### src/rtl/ring_rr_arbiter.sv
// Round-robin arbiter with a one-hot ring priority pointer and a per-grant hold limit.
// Grants are registered; a release always leaves one idle turnaround cycle.
module ring_rr_arbiter #(
    parameter int N        = 4,
    parameter int MAX_HOLD = 8,
    parameter int CW       = 8
) (
    input  logic                 clock,
    input  logic                 reset,
    input  logic [N-1:0]         req,
    output logic [N-1:0]         grant,
    output logic                 grant_valid,
    output logic [$clog2(N)-1:0] owner,
    output logic [N-1:0]         ptr,
    output logic                 timeout
);

    localparam int IW = $clog2(N);

    typedef enum logic {
        IDLE,
        GRANT
    } state_t;

    state_t         state, state_d;
    logic [N-1:0]   grant_d, ptr_d;
    logic [IW-1:0]  owner_d;
    logic           timeout_d;
    logic [CW-1:0]  hold_cnt, hold_d;
    logic [IW-1:0]  ptr_idx, pick_idx;
    logic           pick_found;

    always_comb begin
        ptr_idx = '0;
        for (int i = 0; i < N; i++) begin
            if (ptr[i]) ptr_idx = IW'(i);
        end
    end

    // Circular scan starting at the pointer position; first requester found wins.
    always_comb begin
        int j;
        j          = 0;
        pick_found = 1'b0;
        pick_idx   = '0;
        for (int k = 0; k < N; k++) begin
            j = int'(ptr_idx) + k;
            if (j >= N) j = j - N;
            if (!pick_found && req[IW'(j)]) begin
                pick_found = 1'b1;
                pick_idx   = IW'(j);
            end
        end
    end

    // NOTE: every signal driven here gets a default first, so no path can infer a latch.
    always_comb begin
        state_d   = state;
        grant_d   = grant;
        owner_d   = owner;
        ptr_d     = ptr;
        hold_d    = hold_cnt;
        timeout_d = 1'b0;
        case (state)
            IDLE: begin
                if (pick_found) begin
                    state_d = GRANT;
                    grant_d = {{(N-1){1'b0}}, 1'b1} << pick_idx;
                    owner_d = pick_idx;
                    hold_d  = CW'(1);
                end
            end
            GRANT: begin
                if (!req[owner] || hold_cnt == CW'(MAX_HOLD)) begin
                    // Pointer moves one past the releasing owner; grant is its one-hot.
                    state_d   = IDLE;
                    grant_d   = '0;
                    owner_d   = '0;
                    ptr_d     = {grant[N-2:0], grant[N-1]};
                    hold_d    = '0;
                    timeout_d = req[owner];
                end else begin
                    hold_d = hold_cnt + CW'(1);
                end
            end
            default: state_d = IDLE;
        endcase
    end

    // NOTE: sequential state uses non-blocking assignments so all registers update together.
    always_ff @(posedge clock or posedge reset) begin
        if (reset) begin
            state       <= IDLE;
            grant       <= '0;
            grant_valid <= 1'b0;
            owner       <= '0;
            ptr         <= {{(N-1){1'b0}}, 1'b1};
            timeout     <= 1'b0;
            hold_cnt    <= '0;
        end else begin
            state       <= state_d;
            grant       <= grant_d;
            grant_valid <= |grant_d;
            owner       <= owner_d;
            ptr         <= ptr_d;
            timeout     <= timeout_d;
            hold_cnt    <= hold_d;
        end
    end

endmodule
### config.mk
export PLATFORM = sky130hd
export DESIGN_NAME = ring_rr_arbiter
export DESIGN_NICKNAME = d
export VERILOG_FILES = /design/src/rtl/ring_rr_arbiter.sv
export SDC_FILE = /design/constraint.sdc
export NUM_CORES = 1
export LEC_CHECK = 0
export CAP_MARGIN = 40
export CELL_PAD_IN_SITES_DETAIL_PLACEMENT = 1
export CELL_PAD_IN_SITES_GLOBAL_PLACEMENT = 1
export CORE_MARGIN = 2
export CORE_UTILIZATION = 30
export CTS_BUF_LIST = sky130_fd_sc_hd__clkbuf_16
export DETAILED_ROUTE_END_ITERATION = 6
export PLACE_DENSITY = 0.63
export SYNTH_ARGS = -nofsm -noshare
export SYNTH_HDL_FRONTEND = slang
export SYNTH_SLANG_ARGS = --single-unit
export TNS_END_PERCENT = 30
### constraint.sdc
create_clock -name clock -period 1.8 [get_ports clock]
set_input_delay 0.45 -clock clock [delete_from_list [all_inputs] [get_ports clock]]
set_output_delay 0.45 -clock clock [all_outputs]
set_load 0.01 [all_outputs]
After elaboration in Yosys (flattened, before gate mapping)
Index checks and enable logic that the tools add are counted.
{"block": "totals", "reg_bits": 21, "word_cells": 83}
{"block": "op_classes", "bitwise": 1, "n_eq_ne": 3, "n_reduce_logical": 11, "n_lt_le_gt_ge": 9, "add_sub_neg": 8, "n_shift": 1, "muxes": 43}
{"op": "2-bit two-way mux", "n": 12}
{"op": "1-bit two-way mux", "n": 18}
{"op": "2-bit by 4-bit less-than comparator with 1-bit output, second input constant", "n": 4}
{"op": "8-bit two-way mux", "n": 2}
{"op": "8-bit one-hot mux with 2 select lines", "n": 1}
{"op": "1-bit binary-select mux with 2-bit select", "n": 5}
{"op": "3-bit >= comparator, second input constant", "n": 3}
{"op": "8-bit by 1-bit adder with 8-bit output, second input constant", "n": 1}
{"op": "8-bit by 4-bit == test with 1-bit output, second input constant", "n": 1}
{"op": "4-bit two-way mux", "n": 2}
{"op": "4-bit one-hot mux with 2 select lines", "n": 1}
{"op": "2-bit by 1-bit subtractor with 2-bit output, second input constant", "n": 4}
{"op": "2-bit by 2-bit adder with 3-bit output, second input constant", "n": 2}
{"op": "1-bit logical NOT", "n": 4}
{"op": "2-bit one-hot mux with 2 select lines", "n": 1}
{"op": "2-bit AND reduction", "n": 2}
{"op": "4-bit OR reduction", "n": 1}
{"op": "1-bit by 2-bit left shift with 4-bit output, first input constant", "n": 1}
{"op": "2-bit by 1-bit adder with 3-bit output, second input constant", "n": 1}
{"op": "2-bit by 3-bit >= comparator with 1-bit output, second input constant", "n": 1}
{"op": "1-bit logical AND", "n": 3}
{"op": "2-bit by 3-bit less-than comparator with 1-bit output, second input constant", "n": 1}
{"op": "2-bit by 1-bit inequality test with 1-bit output, second input constant", "n": 1}
{"op": "2-bit inequality test, second input constant", "n": 1}
{"op": "other kinds (3)", "n": 3}

Longest topological paths before layout
Gate-level depths: netlist of run 1.
{"block": "depth", "depth_word": 22, "ltp_mapped": 8}

Worst setup path after synthesis of run 1
OpenSTA, ideal clock, no wires.
{"block": "synth_path", "path_type": "input-to-reg", "from": "in req[1]", "to": "reg hold_cnt[4]", "arrival_time_ps": 1852, "slack_ps": -148, "setup_ps": 95, "cell_stages": 6, "cell_sequence": "buf_6 mux2_4 a221o_1 a2111oi_4 o21ai_1 o31ai_1"}
{"block": "synth_via", "elab_chain_len": 14, "elab_cells_between_ends": 29}
{"element": "start, declared", "line": "10", "source": "input logic [N-1:0] req,"}
{"element": "1-bit binary-select mux with 2-bit select", "line": "49", "source": "if (!pick_found && req[IW'(j)]) begin"}
{"element": "1-bit two-way mux (not written as such) (2 in series)", "line": "49"}
{"element": "1-bit two-way mux", "line": "49"}
{"element": "1-bit logical NOT", "line": "49"}
{"element": "1-bit logical AND", "line": "49"}
{"element": "1-bit two-way mux", "line": "49"}
{"element": "1-bit logical NOT", "line": "49"}
{"element": "1-bit logical AND", "line": "49"}
{"element": "1-bit two-way mux", "line": "49"}
{"element": "1-bit logical NOT", "line": "49"}
{"element": "1-bit logical AND", "line": "49"}
{"element": "1-bit two-way mux", "line": "49"}
{"element": "2-bit inequality test (no source line)"}
{"element": "end signal, assigned", "line": "107", "source": "hold_cnt <= hold_d;"}
{"element": "end, declared", "line": "29", "source": "logic [CW-1:0] hold_cnt, hold_d;"}
Parallel ways exist; a longest one is shown, timed or not. The select of a mux whose other input is x is not followed.
A chain may end at the register's enable or synchronous reset.

Worst setup path after layout of run 1
{"block": "layout_path", "from": "reg ptr[1]", "to": "reg grant[1]"}
{"block": "layout_via", "elab_chain_len": 21, "elab_cells_between_ends": 47}
{"element": "start, declared", "line": "14", "source": "output logic [N-1:0] ptr,"}
{"element": "start signal, assigned", "line": "97", "source": "ptr <= {{(N-1){1'b0}}, 1'b1};"}
{"element": "start signal, assigned", "line": "105", "source": "ptr <= ptr_d;"}
{"element": "1-bit two-way mux *", "line": "36", "source": "if (ptr[i]) ptr_idx = IW'(i);"}
{"element": "2-bit two-way mux * (2 in series)", "line": "36"}
{"element": "branches (longest 16 deep; another with 2-bit by 1-bit adder with 3-bit output)"}
{"element": "4-bit two-way mux *", "line": "66", "source": "if (pick_found) begin"}
{"element": "4-bit one-hot mux with 2 select lines *", "line": "64", "source": "case (state)"}
{"element": "named net grant_d[1]", "line": "26", "source": "logic [N-1:0] grant_d, ptr_d;"}
{"element": "end signal, assigned", "line": "102", "source": "grant <= grant_d;"}
{"element": "end, declared", "line": "11", "source": "output logic [N-1:0] grant,"}
Mark *: on every way through the listed nets, which the timed path passes. The select of a mux whose other input is x is not followed.

==> results.md, run 1 <==
* Post-Syn Area per Cell at 9.38 um2
* Max transition margin at 62.5%
* First-pass GRT wire length at 6720 um
* Area Growth Syn to Fin at 48.7%
* Total track usage at 17.0%
* CTS Sinks at 21
* Total power at 3.12 mW
* Area post-placement at 1670 um2
* CTS Buffer Depth at 2
* Most instantiated library cell after synthesis: dfrtp_1
* Drt via density at 5.34
* Die width at 69.2 um
* Crit start category: register
* Clock transition at path regs at 0.06 ns
* Final Hold Slack at 0.489 ns
* Drt total wl at 3970 um
* Starting density of the core at 31.5%
* Top achievable clock speed at 0.525 GHz
* Number of global-route vias before repair at 1,355
* Max-cap violations at 0
* Slowest stage cell, crit path: dfrtp_2
* IO Port Bufs at 17
* Synth Flop Type: dfrtp_1
* IO Pins at 18
* CTS Buf Count at 3
* Leakage Power at 0.826 nW
* Layout cells sized above 1 at 36.3%
* Hold-fix buffers, CTS at 0
* Drt drc at 0
* Antenna diodes at 0
* Setup ws final at -0.105 ns
* CTS root buf: clkbuf_16
* Routed via count at 1,224
* Gate count after technology mapping at 136
* Max-slew violation count at 0
* Crit-path max cell delay at 0.44 ns
* Post-route cell area at 1900 um2
* Synth top area share at 39.2%
* Mapped Area at 1280 um2
* CTS tree: built
* CTS HTree Levels at 1
* Ranking of synthesized cells by area: dfrtp_1 (39%), nand2_1 (4.1%), o21ai_0 (3.9%)
* Status: finished, violations left
* WP data arrival at 2.02 ns
* Drt wl/cell at 17.3 um
* CP Class: register to register
* Async S/R FF share, synth at 100%
* DRT iter0 DRCs at 55
* Yosys warnings at 0
* Final GP Congestion at 0.775
* Seq cells post-synth at 21
* RSZ-0062 raised after global routing: true
* Global route overflow at 0
* Pwr/cell area at 1640 nW/um2
* TNS Setup at -1.16 ns
* Maximum VDD drop at 0.773 mV
* Synth area leader: dfrtp_1
* CORE AREA at 4060 um2
* Die span in y at 69.2 um
* Part of the cycle the worst path needs at 106%
* Min-delay worst type: register to register
* Area of the die at 4790 um2
* Pre-antenna DRT Iters at 4
* Largest net degree at the start of global routing at 22
* Row count at 23
* Failing checks: setup timing
* # setup viols final at 17
* Setup Skew at 0.00199 ns
* Worst slack, placed at -0.591 ns
* Post-synth EDFFs at 0
* Crit-path cells: mux2_4 -> a221o_2 -> a211o_4 -> o2111ai_2 -> o22ai_1
* Insertion delay of the later-clocked pin in the worst-skew pair at 0.25 ns
* Post-route antenna net violation count at 0
* Critical Path Fanout Max at 4
* Net Count, Synth at 144
* Sequential fraction of the synthesis area at 41.3%
* Worst-Margin Slew at 0.558 ns
* Final net count at 188
* Detailed Place HPWL at 2940 um
* Critical path required time at 1.92 ns
* Commonest cells post-synth: dfrtp_1 (20), nand2_1 (14), inv_1 (10), nor2_1 (10), o21ai_0 (10)
* Count of cell types in the netlist at 48
* Worst setup EP type: register
* Final Hold Fails at 0
* Crit path time final at 1.91 ns
* Initial antenna violation count at 0
-- layout make-up --
cell class	count	area, um2
clock buffers	3	75.1
well taps	50	62.6
fillers	464	2160
multi-input cells	98	792
inverters	10	37.5
clock inverters	1	5.00
repair buffers	46	395
flip-flops and latches	21	531
-- routing by layer --
metal / GRT usage, % / part of all wire (%) / vias up
li1: - / - / 585
met1: 21.5 / 45 / 613
met2: 31.1 / 52 / 23
met3: 1.89 / 2.2 / 3
met4: 3.70 / 0.50 / 0
met5: 0 / 0 / -
-- final timing paths --
kind | start | endpoint | slack (ns) | depth (start not counted)
hold / removal | hold_cnt[7]$_DFFE_PP0P_ | hold_cnt[7]$_DFFE_PP0P_ | 0.49 | 1
setup / recovery | ptr[1]$_DFFE_PP0P_ | grant[1]$_DFF_PP0_ | -0.11 | 5
hold reg to reg | hold_cnt[7]$_DFFE_PP0P_ | hold_cnt[7]$_DFFE_PP0P_ | 0.49 | 1
min in group asynchronous | reset | grant_valid$_DFF_PP0_ | 0.53 | 3
max in group asynchronous | reset | ptr[0]$_DFFE_PP1P_ | 1.00 | 3
setup reg to reg | ptr[1]$_DFFE_PP0P_ | grant[1]$_DFF_PP0_ | -0.11 | 5
-- metrics by stage --
stage	util, %	std cells
global placement	41.1	220
global route	46.8	229
finish	46.8	229
detailed placement	41.1	220
floorplan	-	136
CTS	44.8	228
-- cell families after synthesis --
| logic type | count (synthesis) | synth area share [%] |
|---|---|---|
| AO/OA/AOI/OAI | 48 | 27.8 |
| AND/OR/NAND/NOR | 42 | 16.7 |
| flip-flops | 21 | 41.3 |
| buffers and inverters | 17 | 5.78 |
| multiplexers | 5 | 5.78 |
| adder cells (fa/ha/maj) | 2 | 1.96 |
| XOR/XNOR | 1 | 0.686 |
-- sequential cells by signal, summed over array words and instances (netlist names) --
register and count:
timeout 1, owner 2, ptr 4, hold_cnt 8, grant 4, grant_valid 1
state 1
-- critical path: cells and delay by family, from the launching register on --
kind            cells  cell delay [ns]
compound gates      4             0.99
flops               1             0.44
mux                 1             0.33
-- cells in the final DEF (no fill, tap or decap), drive strengths merged, types with 3 or more instances in the layout --
cell,n
o22ai,3
mux2,3
o31ai,4
nand2,14
nor2b,3
inv,10
nor2,10
nand2b,3
clkdlybuf4s50,11
clkbuf,4
buf,29
o21ai,19
dfrtp,20
-- timing repair --
| item | CTS | global route |
|---|---|---|
| cloned | 1 | 0 |
| resized for setup | 26 | 17 |
| buffers inserted | 3 | 1 |
| setup endpoints to repair | 22 | 23 |
| pin swaps | 12 | 6 |
-- report_power, final --
part,switching [mW],internal (mW),leakage [nW]
registers,0.176,0.621,0.271
logic,0.942,0.911,0.514
clock network,0.168,0.298,0.0409
total,1.29,1.83,0.826
Power figures use the tool's default switching activity.
==> run 2: changes to the inputs <==
- TNS_END_PERCENT: 30 -> not set
==> results.md, run 2 (synthesized netlist as in run 1, its figures left out) <==
* Status: finished, violations left
* Failing checks: setup timing
* Final Hold Fails at 0
* Global route overflow at 0
* Crit start category: register
* Final net count at 189
* Die span in y at 69.2 um
* WP data arrival at 2.00 ns
* Detailed Place HPWL at 2940 um
* Crit path time final at 1.89 ns
* Setup Skew at 0.00113 ns
* Number of global-route vias before repair at 1,370
* Row count at 23
* Multi-input logic area at 777 um2
* Area of the die at 4790 um2
* CTS Buffer Depth at 2
* Layout cells sized above 1 at 39.4%
* Commonest non-fill, non-tap cells in the layout: buf_4 (27), dfrtp_1 (18), clkdlybuf4s50_1 (12)
* Largest register FFs at 8
* Maximum VDD drop at 0.858 mV
* Slowest stage cell, crit path: dfrtp_2
* Final GP Congestion at 0.775
* Post-route cell area at 1880 um2
* DRT iter0 DRCs at 45
* Clock transition at path regs at 0.06 ns
* # setup viols final at 18
* Area post-placement at 1670 um2
* Worst slack, placed at -0.591 ns
* Setup ws final at -0.0857 ns
* Min-delay worst type: register to register
* CTS Sinks at 21
* Pre-antenna DRT Iters at 4
* CP Class: register to register
* Final Non-Filler Cells at 230
* CTS HTree Levels at 1
* Total track usage at 17.1%
* Largest regs: hold_cnt x8, grant x4, ptr x4
* Max-cap violations at 0
* Leakage Power at 0.817 nW
* Worst setup EP type: register
* Area Growth Syn to Fin at 47.5%
* Critical Path Fanout Max at 4
* Largest net degree at the start of global routing at 22
* Initial antenna violation count at 0
* IO Pins at 18
* First-pass GRT wire length at 6760 um
* Final design utilization at 46.4%
* Part of the cycle the worst path needs at 105%
* Crit-path cells: mux2_4 -> a221o_1 -> a211o_2 -> o2111ai_2 -> o22ai_1
* IO Port Bufs at 17
* CORE AREA at 4060 um2
* Max-slew violation count at 0
* RSZ-0062 raised after global routing: true
* Antenna diodes at 0
* Drt wl/cell at 17.0 um
* Die width at 69.2 um
* Crit-path max cell delay at 0.43 ns
* Drt drc at 0
* Commonest non-fill, non-tap cell in the layout: buf_4
* CTS tree: built
* Placed insts at 220
* Pwr/cell area at 1600 nW/um2
* Max transition margin at 71.2%
* Most flops, register: hold_cnt
* Drt total wl at 3920 um
* Top achievable clock speed at 0.530 GHz
* Post-route antenna net violation count at 0
* TNS Setup at -0.867 ns
* CTS Buf Count at 3
* Routed via count at 1,225
* Drt via density at 5.33
* Total power at 3.02 mW
* Fill count at 462
* Starting density of the core at 31.5%
* Final Hold Slack at 0.500 ns
* CTS root buf: clkbuf_16
* Worst-Margin Slew at 0.429 ns
* Register Area at 529 um2
* Insertion delay of the later-clocked pin in the worst-skew pair at 0.25 ns
* Critical path required time at 1.92 ns
## run 2: cell count changes in the layout (fill, tap and decap cells not counted), sizes merged
| cell | delta |
|---|---|
| buf | +1 |
| clkdlybuf4s50 | +1 |
| dlymetal6s2s | -1 |
## run 2: final timing paths
check                                   start                  to  slack, ns  cells after the start
hold / removal             ptr[0]$_DFFE_PP1P_  ptr[0]$_DFFE_PP1P_       0.50                      2
setup / recovery           ptr[1]$_DFFE_PP0P_  grant[1]$_DFF_PP0_      -0.09                      5
setup reg to reg           ptr[1]$_DFFE_PP0P_  grant[1]$_DFF_PP0_      -0.09                      5
max in group asynchronous               reset  ptr[0]$_DFFE_PP1P_       1.00                      3
min in group asynchronous               reset  grant[3]$_DFF_PP0_       0.53                      3
hold reg to reg            ptr[0]$_DFFE_PP1P_  ptr[0]$_DFFE_PP1P_       0.50                      2
## run 2: critical path: cells and delay by family, from the launching register on
kind / cells / cell delay, ns
compound gates: 4 / 1.00
flops: 1 / 0.43
mux: 1 / 0.32
## run 2: routing by layer
metal | GRT usage, % | wire length [um] | up-vias
met3 | 1.89 | 83 | 6
met4 | 4.79 | 49 | 0
met2 | 30.7 | 2010 | 18
met5 | 0 | 0 | -
li1 | - | - | 590
met1 | 21.6 | 1780 | 611
## run 2: timing repair
item,4_1_cts,5_1_grt
hold buffers,0,0
setup endpoints to repair,22,21
pin swaps,14,3
gates resized for setup,32,9
buffers inserted,4,1
gates cloned,1,0
## run 2: report_power, final
part	internal [mW]	leakage [nW]	total, mW	switching [mW]
Combinational	0.870	0.504	1.77	0.897
Clock	0.298	0.0409	0.468	0.170
Sequential	0.619	0.272	0.787	0.168
## run 2: layout make-up
class | count | share of cell area, %
Tap cell | 50 | 3.32
Clock inverter | 1 | 0.266
Sequential cell | 21 | 28.1
Inverter | 10 | 1.99
Clock buffer | 3 | 3.99
Timing Repair Buffer | 47 | 21.1
Multi-Input combinational cell | 98 | 41.3
==> run 3: changes to the inputs <==
- PLACE_DENSITY: 0.63 -> 0.6
- RECOVER_POWER: not set -> 50
- clock period: 1.8 -> 2 ns (I/O delays scaled with it)
==> results.md, run 3 (synthesized netlist as in run 1, its figures left out) <==
* Area Growth Syn to Fin at 38.0%
* Antenna diodes at 0
* Min-delay worst type: register to register
* Max transition margin at 54.1%
* Worst reg2reg path endpoint: hold_cnt[7]$_DFFE_PP0P_
* Die span in y at 69.2 um
* Drt drc at 0
* CORE AREA at 4060 um2
* Row count at 23
* Placed insts at 216
* Area of the die at 4790 um2
* Final design utilization at 43.4%
* CTS tree: built
* DRT iter0 DRCs at 56
* Worst setup EP type: primary output
* Commonest non-fill, non-tap cells in the layout: buf_4 (20), dfrtp_1 (18), nand2_1 (12), clkdlybuf4s50_1 (11)
* Hold Path End: ptr[0]$_DFFE_PP1P_
* Starting density of the core at 31.5%
* Multi-input logic area at 721 um2
* Largest net degree at the start of global routing at 13
* Worst-Margin Slew at 0.689 ns
* Die width at 69.2 um
* Post-route antenna net violation count at 0
* WP data arrival at 1.44 ns
* Number of global-route vias before repair at 1,212
* Critical Path Fanout Max at 6
* Drt total wl at 3680 um
* CTS HTree Levels at 1
* Drt via density at 5.30
* Clock transition at path regs at 0.06 ns
* IO Pins at 18
* Worst r2r src: ptr[1]$_DFFE_PP0P_
* CTS Sinks at 21
* First-pass GRT wire length at 6250 um
* RSZ-0062 raised after global routing: true
* Worst reg2reg path depth at 6
* Pre-antenna DRT Iters at 4
* Crit path time final at 1.94 ns
* Commonest non-fill, non-tap cell in the layout: buf_4
* Critical path launch point: ptr[2]$_DFFE_PP0P_
* Pwr/cell area at 1430 nW/um2
* Global route overflow at 0
* CP Class: register to primary output
* Fill count at 461
* Largest regs: hold_cnt x8, grant x4, ptr x4
* CTS root buf: clkbuf_16
* Final GP Congestion at 0.767
* Final net count at 181
* Insertion delay of the later-clocked pin in the worst-skew pair at 0.25 ns
* IO Port Bufs at 17
* CTS Buffer Depth at 2
* Routed via count at 1,176
* Detailed Place HPWL at 2800 um
* Critical path required time at 1.50 ns
* Max-slew violation count at 0
* Leakage Power at 0.748 nW
* Drt wl/cell at 16.6 um
* Top achievable clock speed at 0.515 GHz
* Setup Skew at 0.00332 ns
* Part of the cycle the worst path needs at 97.2%
* CTS Buf Count at 3
* Min-Delay Path Depth at 2
* Max-cap violations at 0
* Initial antenna violation count at 0
* Layout cells sized above 1 at 26.7%
* Final Non-Filler Cells at 222
* Status: complete, no violations
* Largest register FFs at 8
* Final Hold Fails at 0
* Register Area at 529 um2
* Worst Hold Launch: ptr[0]$_DFFE_PP1P_
* FF-to-FF setup slack at 0.07 ns
* Maximum VDD drop at 0.611 mV
* # setup viols final at 0
* Most flops, register: hold_cnt
* Total track usage at 16.0%
* Crit start category: register
-- run 3: worst max-delay path by stage --
stage                     cells after the start  slack, ns                       to
after global routing                          5      -0.02  hold_cnt[0]$_DFFE_PP0P_
after floorplan                               6      0.002  hold_cnt[4]$_DFFE_PP0P_
after CTS                                     6      0.002  hold_cnt[4]$_DFFE_PP0P_
after global placement                        6      -0.46       grant[3]$_DFF_PP0_
after detailed placement                      6      -0.49       grant[3]$_DFF_PP0_
final                                         2       0.06                   ptr[2]
-- run 3: worst max-delay path, stage by stage (launching register included) --
cell and delay, ns:
dfrtp_1 0.45, buf_4 0.20, clkdlybuf4s50_1 0.54
-- run 3: final cells by class --
class | instances | share of cell area, %
multi-input combinational | 98 | 40.9
sequential | 21 | 30.0
timing repair buffer | 39 | 18.8
clock buffer | 3 | 4.26
clock inverter | 1 | 0.284
tap | 50 | 3.55
inverter | 10 | 2.13
-- run 3: power by group --
part,switching [mW],leakage [nW],internal [mW]
combinational,0.694,0.435,0.693
sequential,0.157,0.272,0.557
clock,0.151,0.0409,0.268
-- run 3: per-stage QoR --
step	hold WS [ns]	setup TNS (ns)	setup WS [ns]	power (mW)	cell area, um2
2_1_floorplan	0.441	0	0.00231	1.42	1280
6_report	0.486	0	0.0570	2.52	1760
4_1_cts	0.495	0	0.00184	2.50	1730
3_3_place_gp	0.467	-7.32	-0.463	1.96	1620
3_5_place_dp	0.486	-7.88	-0.488	2.01	1620
5_1_grt	0.507	-0.0375	-0.0191	2.70	1760
-- run 3: timing repair --
item	CTS	global route
pin swaps	1	0
gates resized for setup	12	8
buffers inserted	0	2
endpoints found under the setup margin	21	17
hold buffers	0	0
-- run 3: per-layer routing --
layer  routed length, um  track usage, %
met5                   0               0
met3                  87            2.03
met1                1730            22.8
met2                1830            25.3
met4                  23            4.58
